--- config.mk ---
export PLATFORM = sky130hd
export DESIGN_NAME = tdm_transmit
export DESIGN_NICKNAME = d
export VERILOG_FILES = /design/src/rtl/tdm_transmit.sv
export SDC_FILE = /design/constraint.sdc
export NUM_CORES = 1
export LEC_CHECK = 0
export ABC_AREA = 1
export BUFFER_PORTS_ARGS = -buffer_cell sky130_fd_sc_hd__buf_2
export CORE_ASPECT_RATIO = 1.25
export CORE_MARGIN = 1.5
export CORE_UTILIZATION = 50
export DETAILED_ROUTE_END_ITERATION = 8
export PLACE_DENSITY_LB_ADDON = 0.08
export SYNTH_ARGS = -nofsm -noshare
export SYNTH_HDL_FRONTEND = slang
export SYNTH_SLANG_ARGS = --single-unit
--- constraint.sdc ---
create_clock -name clk_in -period 6.1 [get_ports clk_in]
set_clock_uncertainty 0.15 [all_clocks]
set_input_delay 0.61 -clock clk_in [delete_from_list [all_inputs] [get_ports clk_in]]
set_output_delay 0.61 -clock clk_in [all_outputs]
set_load 0.05 [all_outputs]
--- src/rtl/tdm_transmit.sv ---
// TDM serial transmitter: serializes SLOTS samples per frame onto sd_out, framed by external SCK/WS.
// Optional TDM_TX_HOLD_ON_UNDERRUN_EN: on underrun, resend the last transmitted frame instead of zeros.
module tdm_transmit #(
   parameter int unsigned SLOTS        = 4,
   parameter int unsigned SAMPLE_WIDTH = 24,
   parameter int unsigned SLOT_WIDTH   = 32
) (
   input  logic                          clk_in,
   input  logic                          rst_in,
   input  logic                          sck_in,
   input  logic                          ws_in,
   input  logic [SLOTS*SAMPLE_WIDTH-1:0] audio_in,
   input  logic                          valid_in,
   output logic                          ready_out,
   output logic                          sd_out,
   output logic                          busy_out,
   output logic                          frame_done_out,
   output logic                          underrun_out
);

   localparam int unsigned FrameW   = SLOTS * SAMPLE_WIDTH;
   localparam int unsigned SlotCntW = (SLOTS > 1) ? $clog2(SLOTS) : 1;
   localparam int unsigned BitCntW  = (SLOT_WIDTH > 1) ? $clog2(SLOT_WIDTH) : 1;
   localparam logic [SlotCntW-1:0] LastSlot = SlotCntW'(SLOTS - 1);
   localparam logic [BitCntW-1:0]  LastBit  = BitCntW'(SLOT_WIDTH - 1);

   typedef enum logic [0:0] {StIdle, StShift} state_e;

   state_e                r_state;
   logic [2:0]            r_sck_sync;
   logic [2:0]            r_ws_sync;
   logic                  r_start_pending;
   logic [FrameW-1:0]     r_hold;
   logic                  r_hold_empty;
   logic [FrameW-1:0]     r_frame;
   logic [SlotCntW-1:0]   r_slot;
   logic [BitCntW-1:0]    r_bit;
   logic                  r_sd;
   logic                  r_busy;
   logic                  r_frame_done;
   logic                  r_underrun;

   logic                  w_sck_rise;
   logic                  w_sck_fall;
   logic                  w_ws_high;
   logic                  w_start;
   logic                  w_last;
   logic [SlotCntW-1:0]   w_next_slot;
   logic [BitCntW-1:0]    w_next_bit;
   logic [FrameW-1:0]     w_load_frame;

   // Serial bit for (slot, bit-in-slot); bits past SAMPLE_WIDTH are zero padding.
   function automatic logic f_bit(input logic [FrameW-1:0]   frame,
                                  input logic [SlotCntW-1:0] slot,
                                  input logic [BitCntW-1:0]  b);
      logic v;
      v = 1'b0;
      for (int s = 0; s < SLOTS; s++) begin
         for (int k = 0; k < SAMPLE_WIDTH; k++) begin
            if (slot == SlotCntW'(s) && b == BitCntW'(SAMPLE_WIDTH - 1 - k)) begin
               v = frame[s*SAMPLE_WIDTH + k];
            end
         end
      end
      return v;
   endfunction

   always_ff @(posedge clk_in or negedge rst_in) begin
      if (!rst_in) begin
         r_sck_sync <= '0;
         r_ws_sync  <= '0;
      end else begin
         r_sck_sync <= {r_sck_sync[1:0], sck_in};
         r_ws_sync  <= {r_ws_sync[1:0], ws_in};
      end
   end

   assign w_sck_rise = r_sck_sync[1] & ~r_sck_sync[2];
   assign w_sck_fall = ~r_sck_sync[1] & r_sck_sync[2];
   // WS must be high in both late stages so a WS edge racing the SCK rise is not half-seen.
   assign w_ws_high  = r_ws_sync[1] & r_ws_sync[2];
   assign w_start    = w_sck_fall & r_start_pending;
   assign w_last     = (r_slot == LastSlot) && (r_bit == LastBit);

   always_comb begin
      w_next_bit  = r_bit + 1'b1;
      w_next_slot = r_slot;
      if (r_bit == LastBit) begin
         w_next_bit  = '0;
         w_next_slot = r_slot + 1'b1;
      end
   end

`ifdef TDM_TX_HOLD_ON_UNDERRUN_EN
   // r_frame still holds the last transmitted frame, so it doubles as the shadow copy.
   assign w_load_frame = r_hold_empty ? r_frame : r_hold;
`else
   assign w_load_frame = r_hold_empty ? '0 : r_hold;
`endif

   always_ff @(posedge clk_in or negedge rst_in) begin
      if (!rst_in) begin
         r_state         <= StIdle;
         r_start_pending <= 1'b0;
         r_hold          <= '0;
         r_hold_empty    <= 1'b1;
         r_frame         <= '0;
         r_slot          <= '0;
         r_bit           <= '0;
         r_sd            <= 1'b0;
         r_busy          <= 1'b0;
         r_frame_done    <= 1'b0;
         r_underrun      <= 1'b0;
      end else begin
         r_frame_done <= 1'b0;
         r_underrun   <= 1'b0;

         if (w_start) begin
            r_start_pending <= 1'b0;
         end else if (w_sck_rise && w_ws_high) begin
            r_start_pending <= 1'b1;
         end

         // Capture needs an empty buffer and a load needs a full one, so they never collide.
         if (valid_in && r_hold_empty) begin
            r_hold       <= audio_in;
            r_hold_empty <= 1'b0;
         end else if (w_start && !r_hold_empty) begin
            r_hold_empty <= 1'b1;
         end

         if (w_start) begin
            r_frame      <= w_load_frame;
            r_slot       <= '0;
            r_bit        <= '0;
            r_sd         <= w_load_frame[SAMPLE_WIDTH-1];
            r_busy       <= 1'b1;
            r_underrun   <= r_hold_empty;
            r_frame_done <= (r_state == StShift) && w_last;
            r_state      <= StShift;
         end else begin
            unique case (r_state)
               StIdle: begin
                  r_sd   <= 1'b0;
                  r_busy <= 1'b0;
               end
               StShift: begin
                  if (w_sck_fall) begin
                     if (w_last) begin
                        r_state      <= StIdle;
                        r_sd         <= 1'b0;
                        r_busy       <= 1'b0;
                        r_frame_done <= 1'b1;
                     end else begin
                        r_slot <= w_next_slot;
                        r_bit  <= w_next_bit;
                        r_sd   <= f_bit(r_frame, w_next_slot, w_next_bit);
                     end
                  end
               end
               default: r_state <= StIdle;
            endcase
         end
      end
   end

   assign ready_out      = r_hold_empty;
   assign sd_out         = r_sd;
   assign busy_out       = r_busy;
   assign frame_done_out = r_frame_done;
   assign underrun_out   = r_underrun;

endmodule

==> results of run 1 <==
[layout make-up]
| class | count | area [um2] | share of cell area, % |
|---|---|---|---|
| multi-input combinational | 780 | 3620 | 31.3 |
| timing repair buffer | 184 | 1140 | 9.86 |
| tap | 232 | 290 | 2.51 |
| inverter | 137 | 524 | 4.54 |
| clock inverter | 3 | 15.0 | 0.130 |
| sequential | 212 | 5310 | 45.9 |
| clock buffer | 35 | 661 | 5.72 |
[cells by family after synthesis]
logic type | after synthesis | share of synthesized area [%]
and+or+nand+nor | 591 | 24.6
DFF | 212 | 55.4
buffers and inverters | 184 | 7.30
AOI/OAI and AO/OA | 181 | 11.8
adders and majority gates | 7 | 0.914
xor gates and xnor gates | 1 | 0.0914
[synth_stat cells (4+ instances only)]
cell type | count | area share [%]
sky130_fd_sc_hd__nand2_1 | 463 | 18
sky130_fd_sc_hd__clkbuf_1 | 43 | 1.7
sky130_fd_sc_hd__a22o_1 | 42 | 3.8
sky130_fd_sc_hd__nand4_1 | 11 | 0.72
sky130_fd_sc_hd__a21oi_1 | 32 | 1.7
sky130_fd_sc_hd__dfrtp_1 | 211 | 55
sky130_fd_sc_hd__o21ai_0 | 72 | 3.8
sky130_fd_sc_hd__inv_1 | 125 | 4.9
sky130_fd_sc_hd__o22ai_1 | 18 | 1.2
sky130_fd_sc_hd__nor2_1 | 77 | 3.0
sky130_fd_sc_hd__inv_2 | 7 | 0.27
sky130_fd_sc_hd__nand3_1 | 24 | 1.3
sky130_fd_sc_hd__o31ai_1 | 5 | 0.39
sky130_fd_sc_hd__a31oi_1 | 6 | 0.39
sky130_fd_sc_hd__ha_1 | 7 | 0.91
sky130_fd_sc_hd__nor3_1 | 4 | 0.21
[worst max-delay path, delay by kind of cell (launching register included)]
kind / cells / cell delay, ps
AND/OR/NAND/NOR: 103 / 5290
AO/OA/AOI/OAI: 1 / 110
buffers and inverters: 2 / 230
flip-flops: 1 / 380
adder cells (fa/ha/maj): 2 / 370
[power groups by stage]
stage | combinational, uW | sequential, uW | clock (uW)
after detailed placement | 1610 | 2400 | 0
final | 1650 | 2380 | 1270
after CTS | 1660 | 2380 | 1300
after global placement | 1570 | 2400 | 0
after global routing | 1900 | 2440 | 1360
after floorplan | 1110 | 2300 | 0
[metal layers]
layer  wire (um)  global-route usage (%)  part of all wire (%)
met5           0                       0                     0
met4         445                    6.66                   1.9
met3        1040                    2.64                   4.4
met2       11800                    42.1                    49
met1       10700                    33.9                    45
[how the worst max path moves through the flow]
stage / end / slack, ps / cells past startpoint
2_1_floorplan: sd_out$_DFFE_PN0P_ / -160 / 106
3_3_place_gp: sd_out$_DFFE_PN0P_ / -480 / 102
3_5_place_dp: sd_out$_DFFE_PN0P_ / -510 / 107
4_1_cts: sd_out$_DFFE_PN0P_ / -480 / 108
5_1_grt: sd_out$_DFFE_PN0P_ / -1420 / 109
6_report: sd_out$_DFFE_PN0P_ / -530 / 108
[what timing repair did]
action / 4_1_cts / 5_1_grt
hold endpoints to repair: 0 / 0
gates resized for setup: 4 / 2
gates cloned: 0 / 0
endpoints found under the setup margin: 1 / 1
setup buffers: 7 / 1
pin swaps: 4 / 4
[per-stage QoR]
| stage | worst slack, ps | hold WS [ps] | total power (uW) |
|---|---|---|---|
| 6_report | -529 | -13.5 | 5310 |
| 5_1_grt | -1420 | 20.0 | 5700 |
| 4_1_cts | -481 | 5.20 | 5340 |
| 3_5_place_dp | -505 | 188 | 4000 |
| 3_3_place_gp | -483 | 185 | 3970 |
| 2_1_floorplan | -157 | 164 | 3410 |
[flip-flops by register name (all words and copies together) (netlist names)]
signal / count
r_frame: 96
r_hold: 96
r_bit: 5
r_sck_sync: 3
r_ws_sync: 3
r_slot: 2
busy_out: 1
frame_done_out: 1
r_start_pending: 1
r_state: 1
ready_out: 1
sd_out: 1
underrun_out: 1
==> impl_metrics.ini, run 1 <==
[routing]
post_drt_via_cell_ratio = 5.06
dr.pass1.iters = 5
drt-initial-drc-count = 498
wl_per_cell_um = 15.1
postRouteWirelength_um = 23900
drc = 0
num_vias = 8011
postRouteAntennaNets = 0

[yosys]
ys_types = 33
mappedNetlistNets = 1284
avgSynthCellArea_um2 = 8.15
synth_flop_cell = sky130_fd_sc_hd__dfrtp_1
synth_seq_area_share_pct = 55.4
netlist_instances = 1176
post_synth_instance_area_um2 = 9580
async_flop_share_pct = 100
count_of_flip_flops_with_a_built_in_enable_after_synthesis = 0
yosys_warnings = 0
postSynthRegisterBits = 212

[timing]
post-route-period-util_pct = 109
max-slew-margin-rel_pct = 33.2
fmax_mhz = 151
setup-tns-final_ps = -529
drv_slew = 0
whs_ps = -13.5
final-hold-violation-count = 14
min_period_ps = 6630
finalSetupViolCount = 1
worst_slew_pin_slew_ps = 1000
layout_setup_ws_ps = -529
unrepaired_setup_endpoints_after_global_routing = true

[critical_path]
endpoint_of_the_worst_register_to_register_path = sd_out$_DFFE_PN0P_
worst_ep_required_time_ps = 6380
worst-setup-path-type = reg -> reg
reg2reg_depth = 108
cpMaxStageDelayCell = sky130_fd_sc_hd__dfrtp_1
worst_setup_path_end_kind = flip-flop
path_max_fanout = 5
r2r_setup_slack_ps = -530
critical_path_arrival_ps = 6910
regToRegStartpoint = r_bit[1]$_DFFE_PN0P_
worstSetupStartpointType = flip-flop
critical_path.most_common_cell = sky130_fd_sc_hd__nand2_1
critical_path.startpoint = r_bit[1]$_DFFE_PN0P_
critical_path.max_stage_delay_ps = 380

[floorplan]
io_pins = 106
die-width_um = 127
core_area_um2 = 18800
die_area_um2 = 20000
die_height_um = 158
floorplan.initialDensity_pct = 51.0
placementRows = 56

[grt]
grt_pass1_vias = 7545
sum_of_overflow_across_all_layers_after_global_routing = 0
grt_antenna_before_repair = 0
first_pass_grt_wire_length_um = 39200
gr-usage-all-layers_pct = 24.7
largest_net_degree_at_the_start_of_global_routing = 111

[cells_and_area]
utilization_pct = 61.5
areaGrowthSynthToFinish_pct = 20.6
final_cell_mix = sky130_fd_sc_hd__nand2_1 (458), sky130_fd_sc_hd__dfrtp_1 (211), sky130_fd_sc_hd__inv_1 (123)
fillerInstances = 1788
layout_commonest_cell = sky130_fd_sc_hd__nand2_1
final_layout_size_suffix_gt1_share_pct = 18.6
layoutNonFillerInstCount = 1583
final_net_count = 1445
final_area_um2 = 11600
n_antenna_cell = 0

[placed_design]
post-dp-hpwl_um = 16100
place.gp.congestion = 0.934
dp.cells = 1537
postPlaceCellArea_um2 = 10800
buffer_ports.inserted = 105

[clocking]
clk_path_buf_depth = 3
clk_root_buffer_cell = sky130_fd_sc_hd__clkbuf_16
cts_htree_levels = 1
clock_transition_at_the_register_clock_pins_on_the_worst_setup_and_hold_paths_after_cts_ps = 60
clk_latency_ps = 500
number_of_buffers_created_by_cts = 22
cts_hold_buffers = 0
cts_tree = built
clock_sinks = 212

[power]
netSwitchingFraction_pct = 34.9
cellPowerDensity_nw_per_um2 = 459
power.internal_uw = 3450
power_frac_seq_pct = 44.9
netSwitchingPower_uw = 1850
clock_power_share_pct = 23.9
power.static_leakage_uw = 0.00594
power.share.combinational_pct = 31.2
peak_supply_drop_uv = 253

[status]
failed_checks = hold timing, setup timing
result_of_the_run = complete, but fails checks

[job]
drv_cap = 0

[worst_hold_path]
worstHoldPathType = in -> async
No activity file was read; power rests on OpenSTA's default activity.
==> inputs of run 2 (changes only) <==
--- a/config.mk
+++ b/config.mk
@@ -10,6 +10,7 @@
 export CORE_ASPECT_RATIO = 1.25
 export CORE_MARGIN = 1.5
 export CORE_UTILIZATION = 50
+export CTS_BUF_LIST = sky130_fd_sc_hd__clkbuf_8
 export DETAILED_ROUTE_END_ITERATION = 8
 export PLACE_DENSITY_LB_ADDON = 0.08
 export SYNTH_ARGS = -nofsm -noshare
==> run 2 against run 1 <==
Against the previous run: the run ends with setup timing left; worst setup slack better by 3.4 ps; core utilization down 0.13 points; largest power group unchanged; critical endpoint unchanged; sequential power about the same; highest routed layer unchanged; total power down 2.0%; final area down 0.22%; via count up 0.59%; wire length up 0.52%; combinational power about the same; die area unchanged; count of clock-buffer cells in the layout up 5.
==> impl_metrics.ini, run 2 (same netlist as run 1, synthesis figures left out) <==
[floorplan]
core_area_um2 = 18800
die_area_um2 = 20000
placementRows = 56
die-width_um = 127
io_pins = 106
floorplan.initialDensity_pct = 51.0
die_height_um = 158

[critical_path]
worst-setup-path-type = reg -> reg
worstSetupStartpointType = flip-flop
critical_path.max_stage_delay_ps = 380
worst_setup_path_end_kind = flip-flop
kind_of_cell_adding_the_most_delay_to_the_critical_path = simple AND/OR/NAND/NOR gates
cpMaxStageDelayCell = sky130_fd_sc_hd__dfrtp_1
path_max_fanout = 6
critical_path.most_common_cell = sky130_fd_sc_hd__nand2_1
worst_ep_required_time_ps = 6400
critical_path.n_buffers_inverters = 3
regToRegStartpoint = r_bit[1]$_DFFE_PN0P_
endpoint_of_the_worst_register_to_register_path = sd_out$_DFFE_PN0P_
critical_path_arrival_ps = 6930
r2r_setup_slack_ps = -530
reg2reg_depth = 107

[routing]
dr.pass1.iters = 5
drt-initial-drc-count = 508
postRouteAntennaNets = 0
num_vias = 8058
wl_per_cell_um = 15.0
post_drt_via_cell_ratio = 5.02
drc = 0
postRouteWirelength_um = 24000

[clocking]
cts_tree = built
clk_path_buf_depth = 3
clk_latency_ps = 530
clock_transition_at_the_register_clock_pins_on_the_worst_setup_and_hold_paths_after_cts_ps = 60
clock_sinks = 212
clk_root_buffer_cell = sky130_fd_sc_hd__clkbuf_8
number_of_buffers_created_by_cts = 36
cts_htree_levels = 2

[timing]
min_period_ps = 6630
post-route-period-util_pct = 109
worst_slew_pin_slew_ps = 1000
whs_ps = 48.5
fmax_mhz = 151
unrepaired_setup_endpoints_after_global_routing = true
max-slew-margin-rel_pct = 33.3
layout_setup_ws_ps = -526
finalSetupViolCount = 1
final-hold-violation-count = 0
drv_slew = 0

[worst_hold_path]
hold_depth = 1
min_delay_worst_endpoint = r_ws_sync[0]$_DFF_PN0_
worstHoldPathType = in -> reg
hold_path_startpoint = ws_in

[power]
peak_supply_drop_uv = 221
cellPowerDensity_nw_per_um2 = 451
power.static_leakage_uw = 0.00597

[cells_and_area]
top_regs = r_frame x96, r_hold x96, r_bit x5
final_net_count = 1459
n_antenna_cell = 0
utilization_pct = 61.4
areaGrowthSynthToFinish_pct = 20.4
final_cell_mix = sky130_fd_sc_hd__nand2_1 (458), sky130_fd_sc_hd__dfrtp_1 (211), sky130_fd_sc_hd__inv_1 (134)
final_layout_size_suffix_gt1_share_pct = 19.7
layout_commonest_cell = sky130_fd_sc_hd__nand2_1

[grt]
grt.met1_usage_pct = 33.6
use_met3_pct = 3.72
grt_pass1_vias = 7698
grt-busiest-layer = met2
largest_net_degree_at_the_start_of_global_routing = 111
gr-usage-all-layers_pct = 25.2
grt_antenna_before_repair = 0
first_pass_grt_wire_length_um = 39600
gr-usage-met2_pct = 42.3
sum_of_overflow_across_all_layers_after_global_routing = 0

[placed_design]
place.gp.congestion = 0.934
post-dp-hpwl_um = 16100
buffer_ports.inserted = 105

[job]
drv_cap = 0

[status]
failed_checks = setup timing
result_of_the_run = complete, but fails checks
-- run 2: area by class of cell --
class	instances	area [um2]
fill	1771	7250
sequential	212	5310
multi-input combinational	780	3620
timing repair buffer	184	1150
clock buffer	40	551
inverter	137	524
tap	232	290
clock inverter	21	98.8
-- run 2: how the worst max path moves through the flow --
stage	from	end	cells past startpoint
detailed placement	r_bit[1]$_DFFE_PN0P_	sd_out$_DFFE_PN0P_	107
global placement	r_bit[1]$_DFFE_PN0P_	sd_out$_DFFE_PN0P_	102
finish	r_bit[1]$_DFFE_PN0P_	sd_out$_DFFE_PN0P_	107
CTS	r_bit[0]$_DFFE_PN0P_	sd_out$_DFFE_PN0P_	109
floorplan	r_bit[1]$_DFFE_PN0P_	sd_out$_DFFE_PN0P_	106
global route	r_bit[1]$_DFFE_PN0P_	sd_out$_DFFE_PN0P_	108
-- run 2: routing by layer --
metal,routed length [um],vias to the layer above
li1,-,4053
met1,10900,3765
met2,11600,190
met3,974,50
met4,571,0
met5,0,-
-- run 2: worst register-to-register path, delay by kind of cell, from the launching register on --
family,cells,cell delay (ps)
buf+inv,3,220
simple gates,100,5200
flops,1,380
fa+ha+maj,2,370
compound gates,2,200
-- run 2: metrics by stage --
step                      cell area (um2)  TNS [ps]  total power [uW]  setup slack (ps)  std cells
after global routing                11500     -1430              5610             -1430       1606
after global placement              10800      -483              3970              -483       1537
after floorplan                      9590      -157              3410              -157       1176
after detailed placement            10800      -505              4000              -505       1537
after CTS                           11500      -475              5250              -475       1606
final                               11500      -526              5200              -526       1606
-- run 2: report_power, final --
part | switching (uW) | internal (uW)
registers | 345 | 2040
clock network | 568 | 602
logic | 969 | 677
total | 1880 | 3320
-- run 2: timing repair --
action	CTS	global route
pin swaps	4	2
setup endpoints to repair	1	1
setup buffers	7	0
hold buffers	1	0
gates cloned	0	0
resized for setup	4	2
hold endpoints to repair	78	0
==> inputs of run 3 (changes only) <==
--- a/config.mk
+++ b/config.mk
@@ -6,8 +6,7 @@
 export NUM_CORES = 1
 export LEC_CHECK = 0
 export ABC_AREA = 1
-export BUFFER_PORTS_ARGS = -buffer_cell sky130_fd_sc_hd__buf_2
-export CORE_ASPECT_RATIO = 1.25
+export BUFFER_PORTS_ARGS = -buffer_cell sky130_fd_sc_hd__buf_4
 export CORE_MARGIN = 1.5
 export CORE_UTILIZATION = 50
 export CTS_BUF_LIST = sky130_fd_sc_hd__clkbuf_8
==> run 3 against run 2 <==
Against the previous run: the flow still finishes with violations (setup timing); hold slack better by 14 ps; sequential cell count unchanged; combinational power about the same; cell count up 0.56%; via count up 1.2%; register-to-register slack worse by 70 ps; critical path depth down 1; total power up 2.9%; worst setup slack worse by 67 ps; core utilization up 2.3 points; critical endpoint unchanged; largest power group unchanged; highest routed layer unchanged.
==> impl_metrics.ini, run 3 (same netlist as run 1, synthesis figures left out) <==
[status]
result_of_the_run = complete, but fails checks
failed_checks = setup timing

[routing]
wl_per_cell_um = 14.9
met2_wirelength_um = 11100
postRouteAntennaNets = 0
num_vias = 8157
top_signal_layer_used = met4
post_drt_via_cell_ratio = 5.05
wl_met3_um = 1300
drt-initial-drc-count = 504
wl_met1_um = 11100
drc = 0
dr.pass1.iters = 5
postRouteWirelength_um = 24100

[timing]
final-hold-violation-count = 0
setup-tns-final_ps = -593
unrepaired_setup_endpoints_after_global_routing = true
drv_slew = 0
whs_ps = 62.7
layout_setup_ws_ps = -593
finalSetupViolCount = 1
min_period_ps = 6690
worst_slew_pin_slew_ps = 874
fmax_mhz = 149
post-route-period-util_pct = 110
max-slew-margin-rel_pct = 41.7

[critical_path]
r2r_setup_slack_ps = -590
critical_path.n_buffers_inverters = 3
reg2reg_depth = 106
regToRegStartpoint = r_bit[1]$_DFFE_PN0P_
cpMaxStageDelayCell = sky130_fd_sc_hd__dfrtp_1
endpoint_of_the_worst_register_to_register_path = sd_out$_DFFE_PN0P_
critical_path_arrival_ps = 6940
worst-setup-path-type = reg -> reg
critical_path.max_stage_delay_ps = 380
worstSetupStartpointType = flip-flop
path_max_fanout = 6
worst_ep_required_time_ps = 6340
worst_setup_path_end_kind = flip-flop
timing.critical_path.depth = 106
kind_of_cell_adding_the_most_delay_to_the_critical_path = simple AND/OR/NAND/NOR gates
critical_path.most_common_cell = sky130_fd_sc_hd__nand2_1

[worst_hold_path]
hold_path_startpoint = ws_in
hold_depth = 1
worstHoldPathType = in -> reg
min_delay_worst_endpoint = r_ws_sync[0]$_DFF_PN0_

[power]
power.static_leakage_uw = 0.00615
pwr_total_uw = 5350
clock_power_share_pct = 24.0
cellPowerDensity_nw_per_um2 = 448
peak_supply_drop_uv = 225
power.internal_uw = 3460
netSwitchingPower_uw = 1880
power.share.combinational_pct = 31.3
netSwitchingFraction_pct = 35.2
power_frac_seq_pct = 44.7

[clocking]
clk_latency_ps = 520
cts_tree = built
cts_htree_levels = 2
clock_transition_at_the_register_clock_pins_on_the_worst_setup_and_hold_paths_after_cts_ps = 60
clock_sinks = 212
number_of_buffers_created_by_cts = 37
clk_root_buffer_cell = sky130_fd_sc_hd__clkbuf_8
clk_path_buf_depth = 3

[grt]
gr-usage-all-layers_pct = 25.3
largest_net_degree_at_the_start_of_global_routing = 78
grt_antenna_before_repair = 0
first_pass_grt_wire_length_um = 40000
grt_pass1_vias = 8071
sum_of_overflow_across_all_layers_after_global_routing = 0

[floorplan]
floorplan.initialDensity_pct = 51.0
die_area_um2 = 20000
core_area_um2 = 18800
placementRows = 50
die_height_um = 141
io_pins = 106
die-width_um = 141

[cells_and_area]
final_net_count = 1465
final_cell_mix = sky130_fd_sc_hd__nand2_1 (459), sky130_fd_sc_hd__dfrtp_1 (211), sky130_fd_sc_hd__buf_4 (186)
layout_commonest_cell = sky130_fd_sc_hd__nand2_1
sequential_cell_area_um2 = 5310
layoutNonFillerInstCount = 1615
fillerInstances = 1690
areaGrowthSynthToFinish_pct = 24.7
n_antenna_cell = 0
final_layout_size_suffix_gt1_share_pct = 19.8
top_regs = r_frame x96, r_hold x96, r_bit x5
multi_input_area_um2 = 3650

[job]
drv_cap = 0

[placed_design]
dp.cells = 1534
place.gp.congestion = 0.888
buffer_ports.inserted = 105
post-dp-hpwl_um = 16200
[run 3: worst max-delay path by stage]
stage | start | endpoint | slack, ps
3_5_place_dp | r_bit[1]$_DFFE_PN0P_ | sd_out$_DFFE_PN0P_ | -580
4_1_cts | r_bit[0]$_DFFE_PN0P_ | sd_out$_DFFE_PN0P_ | -520
5_1_grt | r_bit[1]$_DFFE_PN0P_ | sd_out$_DFFE_PN0P_ | -1550
3_3_place_gp | r_bit[1]$_DFFE_PN0P_ | sd_out$_DFFE_PN0P_ | -500
2_1_floorplan | r_bit[1]$_DFFE_PN0P_ | sd_out$_DFFE_PN0P_ | -160
6_report | r_bit[1]$_DFFE_PN0P_ | sd_out$_DFFE_PN0P_ | -590
[run 3: power by group through the flow]
stage	combinational, uW	clock (uW)	sequential, uW
after floorplan	1110	0	2300
final	1680	1280	2390
after CTS	1660	1320	2390
after global placement	1580	0	2400
after global routing	1930	1370	2460
after detailed placement	1620	0	2400
[run 3: repair_timing]
item | in CTS | in global routing
buffers inserted | 13 | 4
resized for setup | 11 | 2
pin swaps | 8 | 8
endpoints found under the hold margin | 75 | 0
endpoints found under the setup margin | 1 | 1
hold buffers | 1 | 0
[run 3: area by class of cell]
| cell class | instances | area share (%) |
|---|---|---|
| clock buffer | 44 | 5.07 |
| clock inverter | 19 | 1.08 |
| inverter | 137 | 4.44 |
| multi-input combinational | 780 | 30.5 |
| sequential | 212 | 44.4 |
| tap | 234 | 2.45 |
| timing repair buffer | 189 | 12.1 |
[run 3: metrics by stage]
stage / cell area, um2 / utilization (%) / setup slack [ps]
global route: 12000 / 63.7 / -1550
detailed placement: 11000 / 58.7 / -584
floorplan: 9590 / - / -157
global placement: 11000 / 58.7 / -495
finish: 12000 / 63.7 / -593
CTS: 11900 / 63.5 / -518
[run 3: routing by layer]
layer | up-vias | global-route usage, %
met5 | - | 0
met4 | 0 | 8.52
met3 | 45 | 4.62
met2 | 204 | 41.1
met1 | 3841 | 34.5
li1 | 4067 | -
